$ cat config.mk
export PLATFORM = sky130hd
export DESIGN_NAME = sg_apb_uart_tx_fifo
export DESIGN_NICKNAME = d
export VERILOG_FILES = /design/src/rtl/sg_apb_uart_tx_fifo.sv
export SDC_FILE = /design/constraint.sdc
export NUM_CORES = 1
export LEC_CHECK = 0
export CAP_MARGIN = 20
export CORE_MARGIN = 1
export CORE_UTILIZATION = 25
export DETAILED_ROUTE_END_ITERATION = 7
export GPL_ROUTABILITY_DRIVEN = 0
export PLACE_DENSITY = 0.38
export SYNTH_ARGS = -nofsm -noshare
export SYNTH_HDL_FRONTEND = slang
export SYNTH_SLANG_ARGS = --single-unit
$ cat constraint.sdc
create_clock -name CLK -period 4.9 [get_ports CLK]
set_input_delay 0.98 -clock CLK [delete_from_list [all_inputs] [get_ports CLK]]
set_output_delay 0.98 -clock CLK [all_outputs]
set_load 0.02 [all_outputs]
$ cat src/rtl/sg_apb_uart_tx_fifo.sv
// sg_apb_uart_tx_fifo: APB UART transmitter with a TX FIFO, programmable
// baud divisor, optional parity and one or two stop bits.
//
// Ports:
//   CLK, RESET        single clock, synchronous active-high reset
//   PSEL, PADDR[11:2] APB select and word address
//   PENABLE, PWRITE   APB access phase and direction
//   PWDATA, PRDATA    APB write / read data (PRDATA is 0 unless PSEL & !PWRITE)
//   PREADY            always 1, no wait states
//   TXD               serial output, idle high
//   TXEN              high while a frame is on the line
//   TXINT             registered level interrupt: EN & FIFO empty & !TXEN
//
// Register map (byte offset): 0x00 DATA (W), 0x04 STATUS (R/W1C),
// 0x08 CTRL (RW), 0x0C BAUDDIV (RW).
module sg_apb_uart_tx_fifo #(
    parameter int unsigned FIFO_DEPTH  = 16,
    parameter int unsigned DATA_BITS   = 8,
    parameter int unsigned BAUDDIV_RST = 434
) (
    input  logic        CLK,
    input  logic        RESET,
    input  logic        PSEL,
    input  logic [11:2] PADDR,
    input  logic        PENABLE,
    input  logic        PWRITE,
    input  logic [31:0] PWDATA,
    output logic [31:0] PRDATA,
    output logic        PREADY,
    output logic        TXD,
    output logic        TXEN,
    output logic        TXINT
);

    localparam int unsigned AW = $clog2(FIFO_DEPTH);
    localparam int unsigned LW = AW + 1;
    localparam logic [LW-1:0] DEPTH_L   = LW'(FIFO_DEPTH);
    localparam logic [3:0]    LAST_DATA = 4'(DATA_BITS - 1);
    localparam logic [15:0]   BAUD_MIN  = 16'd16;

    localparam logic [9:0] ADDR_DATA   = 10'h000;
    localparam logic [9:0] ADDR_STATUS = 10'h001;
    localparam logic [9:0] ADDR_CTRL   = 10'h002;
    localparam logic [9:0] ADDR_BAUD   = 10'h003;

    typedef enum logic [2:0] {S_IDLE, S_START, S_DATA, S_PARITY, S_STOP} state_t;

    // Register file
    logic                 r_en, r_paren, r_parodd, r_stop2;
    logic [15:0]          r_baud;
    logic                 r_ovf;
    logic                 r_txint;

    // FIFO
    logic [DATA_BITS-1:0] r_mem [FIFO_DEPTH];
    logic [AW-1:0]        r_wptr, r_rptr;
    logic [LW-1:0]        r_level;

    // Transmitter
    state_t               r_state, w_state_nxt;
    logic [15:0]          r_div;
    logic [15:0]          r_baud_cnt;
    logic [3:0]           r_bit_cnt;
    logic [DATA_BITS-1:0] r_shift;
    logic                 r_par;
    logic                 r_f_paren, r_f_stop2;

    logic                 w_wr, w_wr_data, w_wr_stat, w_wr_ctrl, w_wr_baud;
    logic                 w_empty, w_full, w_pop, w_push_ok, w_push_fail;
    logic                 w_bit_end, w_txd, w_txen;
    logic [15:0]          w_baud_eff;
    logic [31:0]          w_rdata;
    logic                 w_unused;

    assign w_wr      = PSEL & PENABLE & PWRITE;
    assign w_wr_data = w_wr && (PADDR == ADDR_DATA);
    assign w_wr_stat = w_wr && (PADDR == ADDR_STATUS);
    assign w_wr_ctrl = w_wr && (PADDR == ADDR_CTRL);
    assign w_wr_baud = w_wr && (PADDR == ADDR_BAUD);

    assign w_empty     = (r_level == '0);
    assign w_full      = (r_level == DEPTH_L);
    // A pop in the same cycle frees a slot, so a push into a full FIFO is kept.
    assign w_push_ok   = w_wr_data && (!w_full || w_pop);
    assign w_push_fail = w_wr_data && w_full && !w_pop;

    assign w_baud_eff = (r_baud < BAUD_MIN) ? BAUD_MIN : r_baud;
    assign w_bit_end  = (r_baud_cnt == r_div - 16'd1);
    assign w_txen     = (r_state != S_IDLE);

    assign w_unused = &{1'b0, PWDATA[31:16]};

    // Register file, FIFO pointers, sticky overflow and interrupt
    always_ff @(posedge CLK) begin
        if (RESET) begin
            r_en     <= 1'b0;
            r_paren  <= 1'b0;
            r_parodd <= 1'b0;
            r_stop2  <= 1'b0;
            r_baud   <= 16'(BAUDDIV_RST);
            r_ovf    <= 1'b0;
            r_txint  <= 1'b0;
            r_wptr   <= '0;
            r_rptr   <= '0;
            r_level  <= '0;
        end else begin
            if (w_wr_ctrl) begin
                r_en     <= PWDATA[0];
                r_paren  <= PWDATA[1];
                r_parodd <= PWDATA[2];
                r_stop2  <= PWDATA[3];
            end
            if (w_wr_baud) begin
                r_baud <= PWDATA[15:0];
            end
            // Overflow set takes priority over a write-1-to-clear.
            if (w_push_fail) begin
                r_ovf <= 1'b1;
            end else if (w_wr_stat && PWDATA[3]) begin
                r_ovf <= 1'b0;
            end
            if (w_push_ok) begin
                r_wptr <= r_wptr + AW'(1);
            end
            if (w_pop) begin
                r_rptr <= r_rptr + AW'(1);
            end
            if (w_push_ok && !w_pop) begin
                r_level <= r_level + LW'(1);
            end else if (w_pop && !w_push_ok) begin
                r_level <= r_level - LW'(1);
            end
            r_txint <= r_en && w_empty && !w_txen;
        end
    end

    // FIFO storage needs no reset: the level counter guards every read.
    always_ff @(posedge CLK) begin
        if (w_push_ok) begin
            r_mem[r_wptr] <= PWDATA[DATA_BITS-1:0];
        end
    end

    always_ff @(posedge CLK) begin
        if (RESET) begin
            r_state <= S_IDLE;
        end else begin
            r_state <= w_state_nxt;
        end
    end

    always_comb begin
        w_state_nxt = r_state;
        w_pop       = 1'b0;
        w_txd       = 1'b1;
        case (r_state)
            S_IDLE: begin
                if (r_en && !w_empty) begin
                    w_pop       = 1'b1;
                    w_state_nxt = S_START;
                end
            end
            S_START: begin
                w_txd = 1'b0;
                if (w_bit_end) begin
                    w_state_nxt = S_DATA;
                end
            end
            S_DATA: begin
                w_txd = r_shift[0];
                if (w_bit_end && (r_bit_cnt == LAST_DATA)) begin
                    w_state_nxt = r_f_paren ? S_PARITY : S_STOP;
                end
            end
            S_PARITY: begin
                w_txd = r_par;
                if (w_bit_end) begin
                    w_state_nxt = S_STOP;
                end
            end
            S_STOP: begin
                if (w_bit_end && (r_bit_cnt == {3'b000, r_f_stop2})) begin
                    w_state_nxt = S_IDLE;
                end
            end
            default: begin
                w_state_nxt = S_IDLE;
            end
        endcase
    end

    // Bit timing and per-frame settings latched at the pop.
    always_ff @(posedge CLK) begin
        if (RESET) begin
            r_baud_cnt <= '0;
            r_bit_cnt  <= '0;
            r_shift    <= '0;
            r_par      <= 1'b0;
            r_div      <= BAUD_MIN;
            r_f_paren  <= 1'b0;
            r_f_stop2  <= 1'b0;
        end else begin
            if (r_state == S_IDLE || w_bit_end) begin
                r_baud_cnt <= '0;
            end else begin
                r_baud_cnt <= r_baud_cnt + 16'd1;
            end
            // Bit index restarts on every state change; STOP uses it to count stop bits.
            if (w_state_nxt != r_state) begin
                r_bit_cnt <= '0;
            end else if (w_bit_end) begin
                r_bit_cnt <= r_bit_cnt + 4'd1;
            end
            if (w_pop) begin
                r_shift   <= r_mem[r_rptr];
                r_par     <= (^r_mem[r_rptr]) ^ r_parodd;
                r_div     <= w_baud_eff;
                r_f_paren <= r_paren;
                r_f_stop2 <= r_stop2;
            end else if (r_state == S_DATA && w_bit_end) begin
                r_shift <= r_shift >> 1;
            end
        end
    end

    always_comb begin
        w_rdata = '0;
        if (PSEL && !PWRITE) begin
            case (PADDR)
                ADDR_STATUS: begin
                    w_rdata[0]       = w_txen;
                    w_rdata[1]       = w_full;
                    w_rdata[2]       = w_empty;
                    w_rdata[3]       = r_ovf;
                    w_rdata[8 +: LW] = r_level;
                end
                ADDR_CTRL: begin
                    w_rdata[3:0] = {r_stop2, r_parodd, r_paren, r_en};
                end
                ADDR_BAUD: begin
                    w_rdata[15:0] = r_baud;
                end
                default: begin
                    w_rdata = '0;
                end
            endcase
        end
    end

    assign PRDATA = w_rdata;
    assign PREADY = 1'b1;
    assign TXD    = w_txd;
    assign TXEN   = w_txen;
    assign TXINT  = r_txint;

endmodule
==> impl_metrics.py <==
metrics = {
    "routing": {
        "drt_first_pass_iters": 4,
        "wirelength_um": 23930,
        "wire_per_inst_um": 17.22,
        "antenna_left": 0,
        "via_per_inst": 4.404,
        "drc": 0,
        "vias": 6122,
        "drtIter0Drc": 365,
    },
    "worst_setup_path": {
        "ff2ff_setup_slack_ps": 1230,
        "cp.arrival_ps": 3260,
        "crit_buf_inv": 2,
        "crit_type": "in -> out",
        "critPathTopFamily": "simple AND/OR/NAND/NOR gates",
        "cpMaxStageDelayCell": "clkdlybuf4s50_1",
        "critical_path_required_ps": 3920,
        "path_max_fanout": 7,
        "cpMostUsedCell": "clkdlybuf4s50_1",
        "endpoint_kind": "output port",
        "startpoint_type": "input port",
        "crit_chain": "clkdlybuf4s50_1 > nor4_1 > nand4_1 > or2_1 > nor2_1 > and3_1 > clkdlybuf4s50_1",
        "cpPeakStageDelay_ps": 610,
    },
    "clock_network": {
        "numCtsBuffers": 26,
        "clock-sinks": 217,
        "root_buffer": "clkbuf_16",
        "path_clk_slew_ps": 60,
        "cts_tree": "done",
        "clock_tree.buffer_depth": 3,
        "cts_resized": 0,
        "postCtsSetupRepairBufs": 0,
        "cts_hold_buf": 0,
        "clock_latency_ps": 550,
        "htreeDepth": 1,
    },
    "power": {
        "finalPower_w": 0.003797,
        "ir_drop_mv": 0.2372,
        "p_leak_nw": 3.773,
        "power_density_nw_per_um2": 329.1,
    },
    "sta": {
        "fmax_mhz": 235.9,
        "final-hold-violation-count": 0,
        "fin_crit_ps": 4240,
        "slew_headroom_pct": 37.66,
        "setup_tns_ps": 0,
        "fin_skew_ps": 14.08,
        "setup_viol": 0,
        "fin_crit_sh_pct": 86.52,
        "tightest_slew_ps": 935.1,
        "maxSlewViolCount": 0,
        "rsz0062_at_grt": "no",
    },
    "floorplan": {
        "core_um2": 38020,
        "row_count": 71,
        "die-area_um2": 39770,
        "die-height_um": 199.4,
        "start_util_pct": 25.63,
        "die_width_um": 199.4,
        "io_pins": 83,
    },
    "hold_path": {
        "min_path_type": "reg -> reg",
    },
    "global_route": {
        "grt_overflow": 0,
        "antenna_found_initial": 0,
        "grt_pass1_vias": 6208,
        "grt_pass1_wl_um": 37270,
        "track_usage_pct": 12.43,
        "grt_max_degree": 55,
    },
    "layout": {
        "nets": 920,
        "multiInputGateArea_um2": 3770,
        "synthToLayoutAreaGrowth_pct": 18.43,
        "diodes": 0,
        "mostFrequentLayoutCells": "128 x edfxtp_1, 93 x nand2_1, 87 x dfxtp_1",
        "fillerInstances": 3950,
        "final_common_cell": "edfxtp_1",
        "drive_gt1_share_pct": 12.74,
        "seq_area_um2": 5628,
    },
    "yosys": {
        "ys.flop_type": "edfxtp_1",
        "synth_edf_count": 128,
        "ys_seq_area_share_pct": 57.73,
        "async_reset_ff_share_pct": 0,
        "synth-seq-cells": 217,
        "syn_inst": 810,
        "synthDistinctLibCells": 64,
        "avgSynthCellArea_um2": 12.03,
        "synth_area_um2": 9744,
        "ys_warn_count": 0,
    },
    "placement": {
        "portBuffers": 49,
        "dpl.hpwl_um": 16370,
    },
    "run": {
        "drv_cap": 0,
    },
    "run_status": {
        "status": "completed",
    },
}
## layout make-up
type                            count  area share [%]
Multi-Input combinational cell    527           32.67
Timing Repair Buffer               70           5.573
Tap cell                          511           5.541
Clock buffer                       32           5.833
Sequential cell                   217           48.77
Clock inverter                     15           1.030
Inverter                           18          0.5855
## registers in the layout, summed over array words and instances (netlist names), 3 cells and up, named ones only
signal / cells
r_rptr: 4
r_bit_cnt: 4
r_baud: 16
r_baud_cnt: 16
r_div: 16
r_mem: 128
r_shift: 8
r_state: 3
r_wptr: 4
r_level: 5
## path summary, 6_finish.rpt
kind / cells after the start / end / start
setup / recovery: 7 / PRDATA[14] / PADDR[7]
hold / removal: 2 / r_par$_SDFFE_PP0P_ / r_par$_SDFFE_PP0P_
setup reg to reg: 10 / r_shift[7]$_SDFFE_PP0P_ / r_div[0]$_SDFFE_PP0P_
hold reg to reg: 2 / r_par$_SDFFE_PP0P_ / r_par$_SDFFE_PP0P_
## where the power goes
group          switching, W  leakage [nW]  internal [W]  total (W)
sequential     0.0000000452          1.87       0.00193    0.00193
clock              0.000761         0.386       0.00103    0.00179
combinational     0.0000531          1.52     0.0000246  0.0000778
## metrics by stage
step	area (um^2)	utilization, %	cells	setup slack, ps	hold slack [ps]
2_1_floorplan	9801	-	825	997.2	431.9
3_3_place_gp	10750	28.27	1343	619.8	444.2
3_5_place_dp	10750	28.27	1343	640.6	449.8
4_1_cts	11540	30.35	1390	645.7	456.9
5_1_grt	11540	30.35	1390	520.3	477.5
6_report	11540	30.35	1390	660.3	453.7
## cell usage after synthesis (4+ instances only)
master	count	share of area, %
edfxtp_1	128	39
nand2_1	93	3.6
dfxtp_1	89	18
nor2_1	76	2.9
a21oi_1	49	2.5
mux4_2	36	8.3
xnor2_1	27	2.4
clkbuf_1	26	1.0
xor2_1	23	2.1
nand3_1	22	1.1
buf_4	19	1.5
mux2i_1	19	2.0
inv_1	18	0.69
and3_1	16	1.0
o21ai_0	14	0.72
a22oi_1	12	0.92
buf_2	12	0.62
ha_1	12	1.5
nand4_1	11	0.71
nor3_1	11	0.56
nor4_1	9	0.58
o311a_1	7	0.72
or2_2	7	0.45
nor2b_1	6	0.39
or3_1	6	0.39
a21o_1	4	0.31
nand2b_1	4	0.26
## worst reg2reg max path, cell delays in order (launching register included)
cell     delay [ps]
dfxtp_1         360
inv_1            80
ha_1            320
or4b_4          550
or3_1           330
a31oi_1         160
a21oi_1         100
or4_4           630
nor4_4          660
nor2_1          100
a32o_1          280
## routing by layer
layer / GRT usage [%] / wire (um)
met1: 17.08 / 11360
met2: 20.14 / 11140
met3: 1.975 / 893
met4: 3.534 / 538
met5: 0 / 0
## kinds of logic (layout without fill, tap and decap cells)
family,count (synthesis),after routing,synth area share [%]
buffers and inverters,81,135,4.237
adder cells (fa/ha/maj),13,13,1.746
flip-flops,217,217,57.73
multiplexers,55,55,10.27
AO/OA/AOI/OAI,110,110,7.191
XOR/XNOR,51,51,4.725
other,2,17,0.07707
AND/OR/NAND/NOR,281,281,14.02
No activity file was read; power rests on OpenSTA's default activity.
==> RTL change (same settings) <==
The parameter `FIFO_DEPTH` goes from 16 to 8.
--- a/src/rtl/sg_apb_uart_tx_fifo.sv
+++ b/src/rtl/sg_apb_uart_tx_fifo.sv
@@ -14,7 +14,7 @@
 // Register map (byte offset): 0x00 DATA (W), 0x04 STATUS (R/W1C),
 // 0x08 CTRL (RW), 0x0C BAUDDIV (RW).
 module sg_apb_uart_tx_fifo #(
-    parameter int unsigned FIFO_DEPTH  = 16,
+    parameter int unsigned FIFO_DEPTH  = 8,
     parameter int unsigned DATA_BITS   = 8,
     parameter int unsigned BAUDDIV_RST = 434
 ) (
Behaviour: same outputs for any inputs over 4 cycles, from zero or initial values and one cycle with RESET high; that may be too few to reach the edited logic, so the function may still have changed.
==> RTL change against the original RTL <==
  * Global-route usage is 0.46 points higher
  * Sequential cell count fell by 68
  * Routed wire length is 26% lower
  * Hold slack better by 1.8 ps
  * Area after synthesis fell by 25%
  * Sequential power down 33%
  * Worst setup slack got worse by 320 ps
  * First-iteration DRC count is 38% lower
  * Total power down 30%
  * Count of clock-buffer cells in the layout is 15 lower
  * Non-clock buffer count shrank 6
  * Sequential share of layout area decreased by 6.9 points
  * Final area decreased by 25%
  * Critical endpoint unchanged
  * Largest power group is now the clock network
  * Highest routed layer unchanged
==> RTL change: results (changes against the original RTL) <==
[outcome]
status=completed  ; unchanged

[yosys]
synth.most_common_cell=nand2_1  ; was edfxtp_1
muxShareOfSynthArea_pct=9.68  ; was 10.3%
synth-xor-area-share_pct=5.74  ; was 4.73%
synth_compound_area_share_pct=8.53  ; was 7.19%
synthTopCellsByCount=nand2_1 (86), dfxtp_1 (85), nor2_1 (75)  ; was edfxtp_1 (128), nand2_1 (93), dfxtp_1 (89)
dominantRegCellSynth=dfxtp_1  ; was edfxtp_1

[power_and_ir_drop]
p_leak_nw=2.87  ; was 3.77 nW
p_switching_mw=0.663  ; was 0.814 mW
clkPwrFrac_pct=49.1  ; was 47.2%
vdd_ir_drop_max_v=0.000146  ; was 0.000237 V
seq_power_mw=1.29  ; was 1.93 mW
powerDensity_nw_per_um2=308  ; was 329 nW/um^2

[route]
wire_per_inst_microns=15.6  ; was 17.2 microns
viasPerCell=4.49  ; was 4.40
drt_iter0_markers=226  ; was 365
dr.pass1.iters=5  ; was 4
routed_wl_microns=17700  ; was 23900 microns

[clocking]
clock_latency_ps=430  ; was 550 ps

[sta]
clock_skew_ps=13.3  ; was 14.1 ps
holdWs_ps=455  ; was 454 ps
worst_pin_slew_ps=1130  ; was 935 ps
fmax_mhz=219  ; was 236 MHz

[place]
dpl.hpwl_microns=12700  ; was 16400 microns
place_ws_ps=276  ; was 641 ps

[worst_setup_path]
worstPathArrival_ps=3580  ; was 3260 ps
path_max_fanout=8  ; was 7
critPathLaunch=PADDR[5]  ; was PADDR[7]
regToRegSetupSlack_ps=1840  ; was 1230 ps
reg2reg_depth=9  ; was 10

[grt]
grt_pass1_wl_microns=28600  ; was 37300 microns
grt_max_degree=75  ; was 55
grt_pass1_vias=5129  ; was 6208

[final_layout]
largest_reg_flops=64  ; was 128
nFillCells=2940  ; was 3950

==> RTL change: cell types whose count changed after synthesis, moves of 7 or more <==
cell / before / now
a21oi_1: 49 / 37
and2_1: 1 / 9
and3_1: 16 / 5
edfxtp_1: 128 / 64
inv_1: 18 / 10
mux2i_1: 19 / 35
mux4_2: 36 / 12
nand2_1: 93 / 86
==> RTL change: layout make-up <==
type / count / area share, %
Clock buffer: 17 / 4.91
Clock inverter: 15 / 2.02
Inverter: 10 / 0.433
Multi-Input combinational cell: 493 / 38.3
Sequential cell: 149 / 41.8
Tap cell: 384 / 5.55
Timing Repair Buffer: 64 / 6.91
==> RTL change: critical path, delay by kind of cell <==
| family | cells | cell delay, ps |
|---|---|---|
| buf+inv | 3 | 1070 |
| simple gates | 6 | 1530 |
==> RTL change: layer usage <==
layer / share of wire (%) / track usage [%]
met1: 48 / 17.0
met5: 0 / 0
met4: 1.1 / 4.16
met2: 48 / 21.0
met3: 2.8 / 2.63
